File: src/rtl/cdc_loopback_fifo_if.sv
// Byte-stream handshake bundle between usb_cdc bulk endpoints and the loopback FIFO.
// slave = FIFO side (consumes OUT stream, produces IN stream); master = usb_cdc side.
interface cdc_loopback_fifo_if;
  logic [7:0] out_data_i;
  logic       out_valid_i;
  logic       out_ready_o;
  logic [7:0] in_data_o;
  logic       in_valid_o;
  logic       in_ready_i;

  modport slave (
    input  out_data_i, out_valid_i, in_ready_i,
    output out_ready_o, in_data_o, in_valid_o
  );

  modport master (
    output out_data_i, out_valid_i, in_ready_i,
    input  out_ready_o, in_data_o, in_valid_o
  );
endinterface

File: src/rtl/cdc_loopback_fifo.sv
// Echo FIFO between usb_cdc OUT and IN bulk endpoints, with idle-sleep indication.
// Optional: define LOOPBACK_UPCASE_EN to store 'a'..'z' as upper case at write time.
module cdc_loopback_fifo #(
  parameter int unsigned DEPTH_LOG2  = 4,
  parameter int unsigned IDLE_CYCLES = 12000000
) (
  input  logic                  clk_i,
  input  logic                  rstn_i,
  cdc_loopback_fifo_if.slave    bus,
  output logic                  sleep_o,
  output logic [DEPTH_LOG2:0]   level_o
);

  localparam int unsigned PTR_W = DEPTH_LOG2 + 1;
  localparam int unsigned DEPTH = 1 << DEPTH_LOG2;
  localparam int unsigned CNT_W = 24;
  localparam logic [CNT_W-1:0] IDLE_LAST = CNT_W'(IDLE_CYCLES - 1);

  typedef enum logic {ACTIVE = 1'b0, SLEEP = 1'b1} state_t;

  logic             run_q;
  logic [PTR_W-1:0] wr_ptr_q;
  logic [PTR_W-1:0] rd_ptr_q;
  logic [7:0]       mem [DEPTH];

  state_t           state_q, state_d;
  logic [CNT_W-1:0] idle_cnt_q, idle_cnt_d;
  logic             sleep_q;

  logic empty_c;
  logic full_c;
  logic out_fire_c;
  logic in_fire_c;

  // Byte transformation applied on the write path only, so it adds no latency.
  function automatic logic [7:0] store_byte(input logic [7:0] b);
`ifdef LOOPBACK_UPCASE_EN
    if ((b >= 8'h61) && (b <= 8'h7a)) begin
      return b - 8'h20;
    end
    return b;
`else
    return b;
`endif
  endfunction

  assign empty_c = (wr_ptr_q == rd_ptr_q);
  assign full_c  = (wr_ptr_q[PTR_W-1] != rd_ptr_q[PTR_W-1]) &&
                   (wr_ptr_q[DEPTH_LOG2-1:0] == rd_ptr_q[DEPTH_LOG2-1:0]);

  assign bus.out_ready_o = run_q & ~full_c;
  assign bus.in_valid_o  = ~empty_c;
  assign bus.in_data_o   = empty_c ? 8'h00 : mem[rd_ptr_q[DEPTH_LOG2-1:0]];

  assign out_fire_c = bus.out_valid_i & bus.out_ready_o;
  assign in_fire_c  = bus.in_valid_o & bus.in_ready_i;

  assign level_o = PTR_W'(wr_ptr_q - rd_ptr_q);
  assign sleep_o = sleep_q;

  // Run flag holds off the OUT endpoint for one cycle after reset release.
  always_ff @(posedge clk_i or negedge rstn_i) begin
    if (!rstn_i) begin
      run_q <= 1'b0;
    end else begin
      run_q <= 1'b1;
    end
  end

  // Storage has no reset; emptiness is defined by the pointers alone.
  always_ff @(posedge clk_i) begin
    if (out_fire_c) begin
      mem[wr_ptr_q[DEPTH_LOG2-1:0]] <= store_byte(bus.out_data_i);
    end
  end

  always_ff @(posedge clk_i or negedge rstn_i) begin
    if (!rstn_i) begin
      wr_ptr_q <= '0;
      rd_ptr_q <= '0;
    end else begin
      if (out_fire_c) begin
        wr_ptr_q <= wr_ptr_q + PTR_W'(1);
      end
      if (in_fire_c) begin
        rd_ptr_q <= rd_ptr_q + PTR_W'(1);
      end
    end
  end

  // Sleep FSM state and idle counter.
  always_ff @(posedge clk_i or negedge rstn_i) begin
    if (!rstn_i) begin
      state_q    <= ACTIVE;
      idle_cnt_q <= '0;
      sleep_q    <= 1'b0;
    end else begin
      state_q    <= state_d;
      idle_cnt_q <= idle_cnt_d;
      sleep_q    <= (state_d == SLEEP);
    end
  end

  always_comb begin
    state_d    = state_q;
    idle_cnt_d = idle_cnt_q;
    case (state_q)
      ACTIVE: begin
        if (out_fire_c || in_fire_c || !empty_c) begin
          idle_cnt_d = '0;
        end else begin
          idle_cnt_d = idle_cnt_q + CNT_W'(1);
          if (idle_cnt_q == IDLE_LAST) begin
            state_d = SLEEP;
          end
        end
      end
      SLEEP: begin
        // Only new OUT traffic wakes; IN-side readiness alone does not.
        if (out_fire_c) begin
          state_d    = ACTIVE;
          idle_cnt_d = '0;
        end
      end
      default: begin
        state_d    = ACTIVE;
        idle_cnt_d = '0;
      end
    endcase
  end

endmodule
File: src/flat_wrapper.sv
// flat-port wrapper written by rule: the top's interface ports become plain ports
module cdc_loopback_fifo_flat 
#(
  parameter int unsigned DEPTH_LOG2  = 4,
  parameter int unsigned IDLE_CYCLES = 12000000
)
  (clk_i, rstn_i, sleep_o, level_o, bus_out_data_i, bus_out_valid_i, bus_in_ready_i, bus_out_ready_o, bus_in_data_o, bus_in_valid_o);
  cdc_loopback_fifo_if bus_i ();
  input  logic clk_i;
  input  logic rstn_i;
  output logic sleep_o;
  output logic [DEPTH_LOG2:0] level_o;
  input wire logic [$bits(bus_i.out_data_i)-1:0] bus_out_data_i;
  input wire logic [$bits(bus_i.out_valid_i)-1:0] bus_out_valid_i;
  input wire logic [$bits(bus_i.in_ready_i)-1:0] bus_in_ready_i;
  output wire logic [$bits(bus_i.out_ready_o)-1:0] bus_out_ready_o;
  output wire logic [$bits(bus_i.in_data_o)-1:0] bus_in_data_o;
  output wire logic [$bits(bus_i.in_valid_o)-1:0] bus_in_valid_o;
  assign bus_i.out_data_i = bus_out_data_i;
  assign bus_i.out_valid_i = bus_out_valid_i;
  assign bus_i.in_ready_i = bus_in_ready_i;
  assign bus_out_ready_o = bus_i.out_ready_o;
  assign bus_in_data_o = bus_i.in_data_o;
  assign bus_in_valid_o = bus_i.in_valid_o;
  cdc_loopback_fifo #(.DEPTH_LOG2(DEPTH_LOG2), .IDLE_CYCLES(IDLE_CYCLES)) u_core (.clk_i(clk_i), .rstn_i(rstn_i), .bus(bus_i), .sleep_o(sleep_o), .level_o(level_o));
endmodule
File: config.mk
export PLATFORM = sky130hd
export DESIGN_NAME = cdc_loopback_fifo_flat
export DESIGN_NICKNAME = d
export VERILOG_FILES = /design/src/rtl/cdc_loopback_fifo_if.sv /design/src/rtl/cdc_loopback_fifo.sv /design/src/flat_wrapper.sv
export SDC_FILE = /design/constraint.sdc
export NUM_CORES = 1
export LEC_CHECK = 0
export CAP_MARGIN = 20
export CORE_MARGIN = 2
export CORE_UTILIZATION = 30
export DETAILED_ROUTE_END_ITERATION = 12
export SYNTH_ARGS = -nofsm -noshare
export SYNTH_HDL_FRONTEND = slang
export SYNTH_SLANG_ARGS = --single-unit
File: constraint.sdc
create_clock -name clk_i -period 3 [get_ports clk_i]
set_input_delay 0.6 -clock clk_i [delete_from_list [all_inputs] [get_ports clk_i]]
set_output_delay 0.6 -clock clk_i [all_outputs]
set_load 0.02 [all_outputs]
==> out/qor.yml, run 1 <==
global_route:
  grt_usage: 0.128
  overflow: 0
  antenna_found_initial: 0
  grt_max_degree: 37
  grt_pass1_wl_um: 23900
  grt_pass1_vias: 4222
cells_and_area:
  diodes: 0
  nets: 503
  final_util: 0.363
  syn_to_final_growth_pct: 19.0
  drive_gt1_frac: 0.219
clock_network:
  clk_pin_slew_ns: 0.07
  cts_buffer_depth: 2
  cts_tree: "built"
  root_buffer: "clkbuf_16"
  numCtsBuffers: 17
  cts_max_level: 4
  worstSkewPairLatency_ns: 0.43
  cts_sinks: 164
route:
  post_drt_wl_per_cell_um: 18.9
  drtAntennaViolNets: 0
  wl_um: 15300
  drc: 0
  drtIter0Drc: 361
  num_vias: 4103
  vias_per_cell: 5.05
  firstDrtPassIters: 4
worst_setup_path:
  startpoint_type: "flip-flop"
  path_cells: "buf_6 -> mux4_2 -> mux2i_1 -> buf_4 -> o22ai_1 -> clkbuf_2"
  end_kind: "output pin"
  critical_path_class: "reg -> out"
  cp_data_arrival_time_ns: 2.27
  slowest_delay_ns: 0.51
  cp_max_fo: 8
  crit_slowest_cell: "mux4_2"
  crit_required_ns: 2.40
synth:
  synth_fp_nets: 459
  ys_seq_area_frac: 0.662
  synth_cell_types: 59
  synth_area_sq_um: 7170
  synth-edff-count: 128
  ys.flop_type: "edfxtp_1"
  ys_async_sr_fraction: 0.220
  synthCells: 436
  syn_avg_cell_area_sq_um: 16.4
  ys_warn_count: 0
  ys_ff_latch: 164
place:
  pre_cts_ws_ns: 0.112
  port_buffers: 27
  place.gp.congestion: 0.844
  dp_hpwl_um: 10000
sta:
  final.setup_skew_ns: 0.00950
  worstMarginPinSlew_ns: 0.858
  drv_slew: 0
  setup_violations: 0
  rsz0062_at_grt: "false"
  final_hold_viol_count: 0
  slew_headroom: 0.428
  finalCriticalPeriod_ns: 2.87
  worst_slack_ns: 0.129
  period_share: 0.957
  fmax_mhz: 348
power_and_ir_drop:
  irDropWorstVdd_mv: 0.693
  power_density_nw_per_um2: 940
  p_leak_nw: 3.00
floorplanning:
  start_util: 0.305
  dieArea_sq_um: 25100
  io_pins: 28
  placementRows: 56
  dieHeight_um: 159
  die_width_um: 159
  core_sq_um: 23500
job:
  drv_cap: 0
hold_path:
  min_path_type: "in -> async"
status:
  outcome: "completed"
synthesized netlist by cell type (all sizes together) (5+ instances only):
cell type  instances  share of area
nand2             17         0.0093
clkbuf             8         0.0084
and3              10         0.0089
a22o               5         0.0063
a31oi             12          0.010
buf               11         0.0096
a21oi              5         0.0035
a21o               6         0.0063
inv               15         0.0079
nor3              10         0.0070
edfxtp           128           0.54
xnor2              9          0.011
nand4              9          0.012
and2              12          0.010
nand3             14          0.012
mux2i             18          0.025
dfrtp             36           0.13
o22ai              8         0.0070
nor4               5         0.0044
a22oi              5         0.0052
o21ai             11         0.0077
mux4              32           0.10
ha                10          0.017
a41oi              5         0.0061
metal layers:
metal,track usage,up-vias,routed length [um]
li1,-,1845,-
met1,0.175,2144,6800
met2,0.208,106,7560
met3,0.0305,8,830
met4,0.0309,0,122
met5,0,-,0
worst max-delay path, delay by kind of cell, from the launching register on:
family / cells / cell delay, ns
DFF: 1 / 0.47
buffers and inverters: 3 / 0.54
AOI/OAI and AO/OA: 1 / 0.09
muxes: 2 / 0.73
flip-flops by register name, indices dropped and copies added, names as in the netlist:
| signal | count |
|---|---|
| u_core.mem | 128 |
| u_core.idle_cnt_q | 24 |
| u_core.rd_ptr_q | 5 |
| u_core.wr_ptr_q | 5 |
| u_core.run_q | 1 |
| u_core.state_q | 1 |
final timing paths:
check                                                   from                           endpoint  slack, ns  cells past startpoint
max reg2reg                   u_core.rd_ptr_q[0]$_DFFE_PN0P_         u_core.mem[0][7]$_DFFE_PP_       0.37                      6
min                                                   rstn_i  u_core.idle_cnt_q[12]$_DFFE_PN0P_       0.27                      1
min reg2reg                u_core.idle_cnt_q[21]$_DFFE_PN0P_  u_core.idle_cnt_q[21]$_DFFE_PN0P_       0.50                      1
max in group asynchronous                             rstn_i     u_core.rd_ptr_q[0]$_DFFE_PN0P_       2.12                      1
min in group clk_i         u_core.idle_cnt_q[21]$_DFFE_PN0P_  u_core.idle_cnt_q[21]$_DFFE_PN0P_       0.50                      1
max                           u_core.rd_ptr_q[0]$_DFFE_PN0P_                   bus_in_data_o[6]       0.13                      6
where the power goes:
group          internal [mW]  total [mW]  switching, mW
registers               2.62        2.73          0.110
clock network           1.37        2.40           1.03
logic                   1.27        2.88           1.62
total                   5.26        8.01           2.76
area by class of cell:
cell class                      count  area (sq um)
Clock inverter                     15           243
Fill cell                        2172         14900
Inverter                           15          56.3
Tap cell                          319           399
Multi-Input combinational cell    238          2260
Clock buffer                       17           425
Sequential cell                   164          4750
Timing Repair Buffer               44           395
per-stage QoR:
step	TNS, ns	instances	power [mW]	area (sq um)	hold slack (ns)
final	0	812	8.01	8520	0.265
after global routing	0	812	8.39	8520	0.320
after CTS	0	810	7.99	8510	0.295
after detailed placement	0	778	5.71	7840	0.489
after global placement	0	778	5.68	7840	0.484
after floorplan	-0.697	436	4.56	7170	0.304
placed cells by master, fill, tap and decap left out, types with 7 or more instances in the layout:
cell type	n
nor3_1	10
clkbuf_2	8
ha_1	10
clkdlybuf4s50_1	13
nand4_1	7
buf_4	14
and3_1	9
mux4_2	32
o22ai_1	8
nand2_1	14
edfxtp_1	128
mux2i_1	16
a31oi_1	12
clkbuf_16	18
o21ai_0	11
and2_1	12
xnor2_1	8
nand3_1	13
dfrtp_1	35
inv_1	14
cell families (layout without fill, tap and decap cells):
kind of cell,after synthesis,after routing,synth area share
compound gates,70,70,0.0672
xor+xnor,13,13,0.0159
fa+ha+maj,11,11,0.0203
buf+inv,34,91,0.0258
flops,164,164,0.662
mux,50,50,0.126
other cells,1,1,0.000523
simple gates,93,93,0.0824
what timing repair did:
item,CTS,global route
hold buffers,0,0
buffers inserted,0,1
pin swaps,0,1
resized for setup,21,21
endpoints found under the setup margin,12,11
gates cloned,0,1
No activity file was read; power rests on OpenSTA's default activity.
==> run 2, diff against run 1 <==
Settings changed: CORE_MARGIN 2 to unset, GPL_ROUTABILITY_DRIVEN set to 0, HOLD_SLACK_MARGIN set to 0.02.
==> run 2 against run 1 <==
Core utilization fell by 0.37 points. Worst setup slack improved by 0.0037 ns. Design area fell by 1.0%. Register-to-register slack got worse by 0.05 ns. Sequential share of layout area rose by 0.57 points. Sequential power barely moved. Combinational power fell by 3%. Routed wire length rose by 1.8%. Clock-buffer cell count did not move. Sequential cell count did not move. First-iteration DRC count fell by 11%. Worst hold slack improved by 0.049 ns.
==> out/qor.yml, run 2 (synthesis gave the netlist of run 1 again) <==
clock_network:
  post_cts_buffers: 0  # unchanged
  numCtsBuffers: 17  # unchanged
  cts_sinks: 164  # unchanged
  hold_buffers: 0  # unchanged
  cts_max_level: 4  # unchanged
  cts_tree: "built"
  clk_pin_slew_ns: 0.07  # about the same
  worstSkewPairLatency_ns: 0.43  # about the same
  root_buffer: "clkbuf_16"
  cts_buffer_depth: 2  # unchanged
sta:
  worst_slack_ns: 0.133  # +0.00369 ns
  period_share: 0.956  # -0.00123
  worstMarginPinSlew_ns: 0.958  # +0.0998 ns
  fmax_mhz: 349  # +0.13%
  finalCriticalPeriod_ns: 2.87  # -0.00369 ns
  slew_headroom: 0.362  # -0.0665
  final_hold_viol_count: 0  # unchanged
  setup_violations: 0  # unchanged
  rsz0062_at_grt: "false"
  drv_slew: 0  # unchanged
  final.setup_skew_ns: 0.0134  # +0.00393 ns
power_and_ir_drop:
  share_comb_of_total_power: 0.366  # +0.006
  p_int_mw: 4.96  # -5.6%
  p_total_mw: 7.66  # -4.4%
  clkPwrFrac: 0.278  # -0.022
  power_density_nw_per_um2: 908  # -3.4%
  pwr-share-seq: 0.356  # +0.016
  irDropWorstVdd_mv: 0.699  # +0.87%
  p_leak_nw: 2.96  # -1.1%
  p_sw_frac: 0.352  # +0.00793
  p_switching_mw: 2.70  # -2.2%
global_route:
  antenna_found_initial: 0  # unchanged
  overflow: 0  # unchanged
  grt_usage: 0.137  # +0.00885
  grt_pass1_vias: 4141  # -1.9%
  grt_pass1_wl_um: 24600  # +3.1%
  grt_max_degree: 37  # unchanged
route:
  post_drt_wl_per_cell_um: 19.1  # +1.5%
  drtIter0Drc: 321  # -11%
  vias_per_cell: 5.01  # -0.90%
  wl_um: 15600  # +1.8%
  drtAntennaViolNets: 0  # unchanged
  drc: 0  # unchanged
  firstDrtPassIters: 4  # unchanged
  num_vias: 4076  # -0.66%
place:
  port_buffers: 27  # unchanged
  dp_hpwl_um: 10100  # +0.60%
  pre_cts_ws_ns: 0.0957  # -0.0166 ns
worst_setup_path:
  end_kind: "output pin"
  path_cells: "inv_1 -> ha_1 -> and4_1 -> buf_4 -> a21boi_0 -> dlygate4sd2_1"
  path_buf_inv: 3  # unchanged
  critical_path_class: "reg -> out"
  crit_slowest_cell: "dfrtp_1"
  startpoint_type: "flip-flop"
  cp_max_fo: 7  # -1
  path_delay_family: "buffers and inverters"
  crit_required_ns: 2.40  # about the same
  slowest_delay_ns: 0.39  # -0.12 ns
  cp_data_arrival_time_ns: 2.27  # about the same
cells_and_area:
  seq_area_sq_um: 4750  # unchanged
  multi_input_area_sq_um: 2260  # -0.11%
  fillerInstances: 2219  # +2.2%
  final_util: 0.359  # -0.00368
  final_cell_mix: "edfxtp_1 (128), dfrtp_1 (35), mux4_2 (32)"
  drive_gt1_frac: 0.222  # +0.00316
  final_common_cell: "edfxtp_1"
  syn_to_final_growth_pct: 17.8
  largest_reg_flops: 128  # unchanged
  nets: 505  # +0.40%
  diodes: 0  # unchanged
floorplanning:
  io_pins: 28  # unchanged
  die_width_um: 157  # -1.3%
  dieHeight_um: 157  # -1.3%
  placementRows: 56  # unchanged
  core_sq_um: 23500  # unchanged
  start_util: 0.305  # unchanged
  dieArea_sq_um: 24500  # -2.5%
status:
  outcome: "completed"
hold_path:
  min_path_type: "in -> async"
job:
  drv_cap: 0  # unchanged
run 2: cell count changes in the layout (fill, tap and decap cells not counted), moves of 2 or more:
cell,delta
bufinv_16,-3
clkinv_2,+2
inv_8,+3
clkinv_8,-4
buf_4,+3
run 2: layer usage:
metal	vias up	routed length [um]	global-route usage
li1	1854	-	-
met1	2094	7170	0.184
met2	117	7510	0.220
met3	11	731	0.0321
met4	0	165	0.0415
met5	-	0	0
run 2: final cells by class:
| class | instances | share of cell area |
|---|---|---|
| tap | 319 | 0.0473 |
| clock inverter | 15 | 0.0181 |
| clock buffer | 17 | 0.0504 |
| multi-input combinational | 238 | 0.267 |
| timing repair buffer | 46 | 0.0476 |
| inverter | 15 | 0.00667 |
| sequential | 164 | 0.562 |
run 2: power groups by stage:
| stage | logic [mW] | clock network, mW | registers, mW |
|---|---|---|---|
| global route | 3.05 | 2.25 | 2.74 |
| detailed placement | 2.96 | 0 | 2.78 |
| global placement | 2.92 | 0 | 2.76 |
| finish | 2.80 | 2.13 | 2.73 |
| floorplan | 1.81 | 0 | 2.75 |
| CTS | 2.87 | 2.17 | 2.73 |
run 2: what timing repair did:
| action | 4_1_cts | 5_1_grt |
|---|---|---|
| setup endpoints to repair | 12 | 10 |
| pin swaps | 0 | 1 |
| resized for setup | 21 | 19 |
run 2: final timing paths:
kind	startpoint	to	slack [ns]	cells past startpoint
setup / recovery	u_core.rd_ptr_q[1]$_DFFE_PN0P_	bus_out_ready_o	0.13	6
hold / removal	rstn_i	u_core.idle_cnt_q[21]$_DFFE_PN0P_	0.31	1
setup reg to reg	u_core.rd_ptr_q[1]$_DFFE_PN0P_	u_core.mem[15][0]$_DFFE_PP_	0.32	6
hold reg to reg	u_core.rd_ptr_q[3]$_DFFE_PN0P_	u_core.rd_ptr_q[3]$_DFFE_PN0P_	0.52	1
max in group asynchronous	rstn_i	u_core.rd_ptr_q[0]$_DFFE_PN0P_	2.03	1
min in group clk_i	u_core.rd_ptr_q[3]$_DFFE_PN0P_	u_core.rd_ptr_q[3]$_DFFE_PN0P_	0.52	1
run 2: metrics by stage:
step           cells  area [sq um]  hold WS (ns)  setup TNS [ns]
3_5_place_dp     782          7880         0.506               0
3_3_place_gp     782          7880         0.478               0
2_1_floorplan    436          7170         0.304          -0.697
6_report         814          8440         0.314               0
4_1_cts          814          8460         0.325               0
5_1_grt          814          8440         0.379               0
==> run 3, diff against run 2 <==
Settings changed: GPL_ROUTABILITY_DRIVEN 0 to unset, SLEW_MARGIN set to 0.
==> results of run 3 <==
No change in the layout: final DEF, timing and power equal those of run 2.
